## config.mk

```make
export PLATFORM = sky130hd
export DESIGN_NAME = ninjin_image_loader
export DESIGN_NICKNAME = d
export VERILOG_FILES = /design/src/rtl/ninjin_loader_pkg.sv /design/src/rtl/ninjin_loader_burst_calc.sv /design/src/rtl/ninjin_image_loader.sv
export SDC_FILE = /design/constraint.sdc
export NUM_CORES = 1
export LEC_CHECK = 0
export CAP_MARGIN = 20
export CELL_PAD_IN_SITES_DETAIL_PLACEMENT = 1
export CELL_PAD_IN_SITES_GLOBAL_PLACEMENT = 2
export CORE_MARGIN = 2
export CORE_UTILIZATION = 31
export CTS_BUF_LIST = sky130_fd_sc_hd__clkbuf_16
export DETAILED_ROUTE_END_ITERATION = 16
export PLACE_DENSITY_LB_ADDON = 0.1
export SLEW_MARGIN = 5
export SYNTH_ARGS = -nofsm -noshare
export SYNTH_HDL_FRONTEND = slang
export SYNTH_SLANG_ARGS = --single-unit
```

## constraint.sdc

```tcl
create_clock -name clk -period 4.94 [get_ports clk]
set_input_delay 0.741 -clock clk [delete_from_list [all_inputs] [get_ports clk]]
set_output_delay 0.741 -clock clk [all_outputs]
set_load 0.01 [all_outputs]
```

## src/rtl/ninjin_loader_pkg.sv

```systemverilog
// ninjin image loader shared types: FSM state, AXI constants, clogb2.
// Imported by the loader top and its burst calculator.
package ninjin_loader_pkg;

    typedef enum logic [1:0] {
        S_IDLE,
        S_ADDR,
        S_DATA,
        S_DONE
    } state_t;

    localparam logic [1:0] BURST_INCR    = 2'b01;
    localparam logic [3:0] CACHE_DEFAULT = 4'b0010;

    // ceil(log2(value)); clogb2(1) == 0
    function automatic int clogb2(input int value);
        int r;
        r = 0;
        for (int i = 0; i < 31; i++) begin
            if ((1 << i) < value) r = i + 1;
        end
        return r;
    endfunction

endpackage

```

## src/rtl/ninjin_loader_burst_calc.sv

```systemverilog
// ninjin image loader burst sizing: arlen and the address after this burst.
// Ports: remaining, cur_addr in; len (beats-1), next_addr out.
module ninjin_loader_burst_calc
    import ninjin_loader_pkg::*;
#(
    parameter int BURST_LEN = 16,
    parameter int DWIDTH    = 32,
    parameter int LEN_WIDTH = 16
) (
    input  logic [LEN_WIDTH-1:0] remaining,
    input  logic [DWIDTH-1:0]    cur_addr,
    output logic [7:0]           len,
    output logic [DWIDTH-1:0]    next_addr
);

    localparam int BSHIFT = clogb2(DWIDTH / 8);
    localparam logic [LEN_WIDTH:0] BL = (LEN_WIDTH + 1)'(BURST_LEN);

    logic [8:0] beats;

    always_comb begin
        if ({1'b0, remaining} >= BL) begin
            len = 8'(BURST_LEN - 1);
        end else begin
            len = 8'(remaining - LEN_WIDTH'(1));
        end
        beats     = {1'b0, len} + 9'd1;
        next_addr = cur_addr + (DWIDTH'(beats) << BSHIFT);
    end

endmodule

```

## src/rtl/ninjin_image_loader.sv

```systemverilog
// ninjin image loader: AXI4 read master copying DDR words into image RAM.
// Ports: clk/xrst, req/ddr_base/mem_base/total_len, ack/err, AXI AR+R, mem_we/addr/wdata.
// Optional NINJIN_LOADER_PERF_EN adds perf_cycles (req edge to ack cycle count).
module ninjin_image_loader
    import ninjin_loader_pkg::*;
#(
    parameter int BURST_LEN  = 16,
    parameter int DWIDTH     = 32,
    parameter int ID_WIDTH   = 12,
    parameter int MEM_AWIDTH = 12,
    parameter int LEN_WIDTH  = 16
) (
    input  logic                  clk,
    input  logic                  xrst,
`ifdef NINJIN_LOADER_PERF_EN
    output logic [31:0]           perf_cycles,
`endif
    input  logic                  req,
    input  logic [DWIDTH-1:0]     ddr_base,
    input  logic [MEM_AWIDTH-1:0] mem_base,
    input  logic [LEN_WIDTH-1:0]  total_len,
    output logic                  ack,
    output logic [1:0]            err,
    output logic                  arvalid,
    input  logic                  arready,
    output logic [ID_WIDTH-1:0]   arid,
    output logic [DWIDTH-1:0]     araddr,
    output logic [7:0]            arlen,
    output logic [2:0]            arsize,
    output logic [1:0]            arburst,
    output logic                  arlock,
    output logic [3:0]            arcache,
    output logic [2:0]            arprot,
    output logic [3:0]            arqos,
    input  logic                  rvalid,
    output logic                  rready,
    input  logic [ID_WIDTH-1:0]   rid,
    input  logic [DWIDTH-1:0]     rdata,
    input  logic [1:0]            rresp,
    input  logic                  rlast,
    output logic                  mem_we,
    output logic [MEM_AWIDTH-1:0] mem_addr,
    output logic [DWIDTH-1:0]     mem_wdata
);

    state_t                  state;
    logic                    r_req;
    logic                    req_pulse;
    logic [DWIDTH-1:0]       cur_addr;
    logic [LEN_WIDTH-1:0]    remaining;
    logic [8:0]              beat_cnt;
    logic [MEM_AWIDTH-1:0]   mem_ptr;
    logic [7:0]              calc_len;
    logic [DWIDTH-1:0]       calc_next;
    logic                    beat;
    logic                    last_beat;
    logic                    unused_rid;

    assign req_pulse  = req & ~r_req;
    assign beat       = rvalid & rready;
    assign last_beat  = (beat_cnt == 9'd1);
    assign unused_rid = ^rid;

    assign arid    = '0;
    assign arsize  = 3'(clogb2(DWIDTH / 8));
    assign arburst = BURST_INCR;
    assign arlock  = 1'b0;
    assign arcache = CACHE_DEFAULT;
    assign arprot  = 3'b000;
    assign arqos   = 4'b0000;

    ninjin_loader_burst_calc #(
        .BURST_LEN (BURST_LEN),
        .DWIDTH    (DWIDTH),
        .LEN_WIDTH (LEN_WIDTH)
    ) u_calc (
        .remaining (remaining),
        .cur_addr  (cur_addr),
        .len       (calc_len),
        .next_addr (calc_next)
    );

    always_ff @(posedge clk or negedge xrst) begin
        if (!xrst) begin
            state     <= S_IDLE;
            r_req     <= 1'b0;
            arvalid   <= 1'b0;
            rready    <= 1'b0;
            mem_we    <= 1'b0;
            ack       <= 1'b0;
            err       <= 2'b00;
            araddr    <= '0;
            arlen     <= '0;
            mem_addr  <= '0;
            mem_wdata <= '0;
            cur_addr  <= '0;
            remaining <= '0;
            beat_cnt  <= '0;
            mem_ptr   <= '0;
        end else begin
            r_req  <= req;
            mem_we <= 1'b0;
            if (req_pulse) begin
                ack       <= 1'b0;
                err       <= 2'b00;
                cur_addr  <= ddr_base;
                mem_ptr   <= mem_base;
                remaining <= total_len;
                arvalid   <= 1'b0;
                rready    <= 1'b0;
                state     <= (total_len == '0) ? S_DONE : S_ADDR;
            end else begin
                case (state)
                    S_IDLE: ;
                    S_ADDR: begin
                        // AR fields are loaded once and then frozen
                        // until the slave takes them.
                        if (!arvalid) begin
                            arvalid <= 1'b1;
                            araddr  <= cur_addr;
                            arlen   <= calc_len;
                        end else if (arready) begin
                            arvalid  <= 1'b0;
                            rready   <= 1'b1;
                            cur_addr <= calc_next;
                            beat_cnt <= {1'b0, arlen} + 9'd1;
                            state    <= S_DATA;
                        end
                    end
                    S_DATA: begin
                        if (beat) begin
                            mem_we    <= 1'b1;
                            mem_addr  <= mem_ptr;
                            mem_wdata <= rdata;
                            mem_ptr   <= mem_ptr + 1'b1;
                            remaining <= remaining - 1'b1;
                            beat_cnt  <= beat_cnt - 1'b1;
                            if (rresp[1]) err[0] <= 1'b1;
                            // Counter ends the burst; rlast is only audited.
                            if (rlast != last_beat) err[1] <= 1'b1;
                            if (last_beat) begin
                                rready <= 1'b0;
                                state  <= (remaining == LEN_WIDTH'(1))
                                          ? S_DONE : S_ADDR;
                            end
                        end
                    end
                    S_DONE: begin
                        ack   <= 1'b1;
                        state <= S_IDLE;
                    end
                    default: state <= S_IDLE;
                endcase
            end
        end
    end

`ifdef NINJIN_LOADER_PERF_EN
    logic perf_run;

    always_ff @(posedge clk or negedge xrst) begin
        if (!xrst) begin
            perf_cycles <= '0;
            perf_run    <= 1'b0;
        end else if (req_pulse) begin
            perf_cycles <= '0;
            perf_run    <= 1'b1;
        end else if (perf_run) begin
            if (perf_cycles != '1) perf_cycles <= perf_cycles + 32'd1;
            if (state == S_DONE) perf_run <= 1'b0;
        end
    end
`endif

endmodule

```

==> flow_summary.yaml <==
grt:
  gr-usage-met2_pct: 27.3
  grt_util_met3_pct: 3.50
  grt_pass1_wl_um: 37100
  grt_max_degree: 90
  use_met1_pct: 22.7
  grt_pass1_vias: 6941
  globalRouteOverflowTotal: 0
  track_usage_pct: 16.6
  busiest_layer: "met2"
  antenna_found_initial: 0
yosys:
  yosysSeqAreaShare_pct: 49.7
  synth_edf_count: 0
  ys_warn_count: 0
  synth_cells: 847
  ys_seq_elements: 162
  synthArstFlopShare_pct: 100
  netlist_area_sq_mm: 0.00816
  synth_ff_type: "dfrtp_1"
  netlist-cell-type-count: 58
  avgSynthCellArea_sq_um: 9.63
final_layout:
  nNetsFinal: 1155
  regArea_sq_mm: 0.00405
  syn_to_final_growth_pct: 33.8
  drive_gt1_share_pct: 10.0
  n_fill_cell: 2930
  multi_input_area_sq_mm: 0.00382
  stdcell_area_sq_mm: 0.0109
  fin_util_pct: 42.1
critical_path:
  path_cells: "nor4_2 -> nand4_1 -> nor2_1 -> inv_1 -> ha_1 -> nor3_1 -> a21oi_1 -> o22ai_1 -> ha_1 -> nand3_1 -> and3_1 -> a211oi_4 -> nand4_1 -> xor2_1 -> a21oi_1"
  crit_start: "remaining[6]"
  slowest_stage: "a211oi_4"
  r2r_start: "remaining[6]"
  worst_r2r_endpoint: "cur_addr[26]"
  reg2reg_depth: 15
  crit_type: "flip-flop to flip-flop"
  worstPathArrival_ns: 4.23
  critical_path.max_stage_delay_ns: 0.53
  crit_buf_inv: 1
  worstSetupEndpoint: "cur_addr[26]"
  reg2reg_slack_ns: 0.98
  crit_family: "simple AND/OR/NAND/NOR gates"
  cp.depth: 15
  worstPathRequired_ns: 5.21
  worstPathMaxFanout: 9
  crit_path_start_kind: "flip-flop"
  crit_path_end_kind: "flip-flop"
sta:
  fmax_ghz: 0.253
  maxSlewHeadroom_pct: 39.3
  worstMarginPinSlew_ns: 0.910
  rsz0062_at_grt: "false"
  layout_min_cycle_time_ns: 3.96
  setup_tns_ns: 0
  final-setup-viol-count: 0
  hold_viol: 0
  fin_crit_sh_pct: 80.2
  skew_ns: 0.0138
  slew_violations: 0
  fin_ws_ns: 0.981
clock_tree:
  cts_resized: 0
  clockBufferDepth: 2
  clk_pin_slew_ns: 0.08
  post_cts_buffers: 0
  hold_buffers: 0
  cts_made_buffers: 17
  cts_tree: "done"
  clockRootBuffer: "clkbuf_16"
  cts_htree_levels: 4
  cts.sinks: 162
  clk_latency_ns: 0.43
die:
  die-height_um: 166
  start_util_pct: 31.5
  dieWidth_um: 166
  design.die.area_sq_mm: 0.0276
  coreArea_sq_mm: 0.0259
  num_rows: 59
  ios: 231
place:
  portBuffers: 188
  place.gp.congestion: 0.744
  dp_slack_ns: 0.980
  place_area_sq_mm: 0.0103
  dp_hpwl_um: 16100
power:
  vdd.ir_drop.worst_mv: 0.187
  power_density_mw_per_mm2: 474
  p_leak_nw: 4.72
route:
  drtIter0Drc: 328
  via_per_inst: 4.81
  finalWirelength_um: 22600
  wl_per_cell_um: 16.4
  num_vias: 6610
  drc_errors: 0
  drtPass1Iterations: 4
  drtAntennaViolNets: 0
run_status:
  outcome: "complete, no violations"
job:
  drv_cap: 0
min_path:
  holdCritPathClass: "input pin to asynchronous set/reset pin"
==> cells by family (layout without fill, tap and decap cells) <==
| group | after synthesis | after routing | synth area share [%] |
|---|---|---|---|
| AOI/OAI and AO/OA | 132 | 132 | 9.51 |
| muxes | 46 | 46 | 6.34 |
| buffers and inverters | 76 | 241 | 5.00 |
| xor gates and xnor gates | 62 | 62 | 6.66 |
| and+or+nand+nor | 350 | 350 | 20.0 |
| DFF | 162 | 162 | 49.7 |
| other | 2 | 30 | 0.0921 |
| adders and majority gates | 17 | 17 | 2.70 |
==> per-stage QoR <==
stage               instances  hold slack, ns  power [mW]
CTS                      1374           0.411        5.27
detailed placement       1342           0.460        3.86
global route             1374           0.430        5.51
floorplan                 874           0.439        2.87
finish                   1375           0.374        5.17
global placement         1342           0.455        3.81
==> cells in the final DEF, fill, tap and decap left out, drive strengths merged, types with 14 or more instances in the layout <==
cell type | Yosys | final
ha | 16 | 16
a21oi | 34 | 34
xor2 | 26 | 26
inv | 9 | 17
nand3 | 31 | 31
nor2 | 49 | 49
xnor2 | 36 | 36
nor4 | 14 | 14
dfrtp | 162 | 162
nor3 | 18 | 18
conb | 2 | 29
clkdlybuf4s50 | 0 | 187
mux2 | 45 | 45
o21ai | 58 | 58
nand2 | 190 | 190
clkbuf | 26 | 17
==> worst min-delay path by stage <==
stage / from / to / slack, ns / cells past startpoint
2_1_floorplan: cur_addr[0] / araddr[0] / 0.44 / 2
3_3_place_gp: cur_addr[0] / araddr[0] / 0.45 / 2
3_5_place_dp: cur_addr[0] / araddr[0] / 0.46 / 2
4_1_cts: xrst / araddr[21] / 0.41 / 1
5_1_grt: xrst / araddr[21] / 0.43 / 1
6_report: xrst / araddr[19] / 0.37 / 1
==> where the power goes <==
part           switching [mW]  total (mW)  internal (mW)
registers               0.310        2.06           1.75
clock network           0.611        1.38          0.764
logic                   0.757        1.73          0.977
total                    1.68        5.17           3.49
==> cells in the mapped netlist, drive strengths merged, types with 2 or more instances <==
cell type  instances  area [sq um]
a21o               6          45.0
a21oi             34           170
a41oi              2          17.5
a31oi             11          68.8
xor2              26           228
buf               41           277
nand2b             4          25.0
nand3             31           160
nand4              7          65.1
dfrtp            162          4050
nor3b              3          22.5
o21ai             58           294
o22ai              2          12.5
or3                4          30.0
and3              13          81.3
and4               2          17.5
o21bai             2          15.0
xnor2             36           315
ha                16           200
clkbuf            26          97.6
nand2            190           713
a211oi             6          57.6
conb               2          7.51
o22a               4          35.0
mux2              45           507
nor2              49           186
and4b              3          30.0
a221o              2          20.0
nor2b              5          31.3
nor3              18           111
nor4              14          93.8
inv                9          33.8
nor4b              3          32.5
==> registers in the layout, summed over array words and instances, names as in the netlist, 2 cells and up <==
signal / flops
araddr: 32
arlen: 8
beat_cnt: 9
cur_addr: 32
err: 2
mem_addr: 12
mem_ptr: 12
mem_wdata: 32
remaining: 16
state: 2
==> layer usage <==
| layer | part of all wire, % | vias up |
|---|---|---|
| met1 | 48 | 3266 |
| li1 | - | 3203 |
| met5 | 0 | - |
| met3 | 3.9 | 13 |
| met4 | 0.72 | 0 |
| met2 | 48 | 128 |
==> cell type report <==
class	instances	area share [%]
inverters	9	0.310
clock buffers	17	3.90
clock inverters	15	1.64
well taps	335	3.84
multi-input cells	636	35.0
flip-flops and latches	162	37.2
diodes	1	0.0229
repair buffers	200	18.1
(Power assumes the default switching activity.)
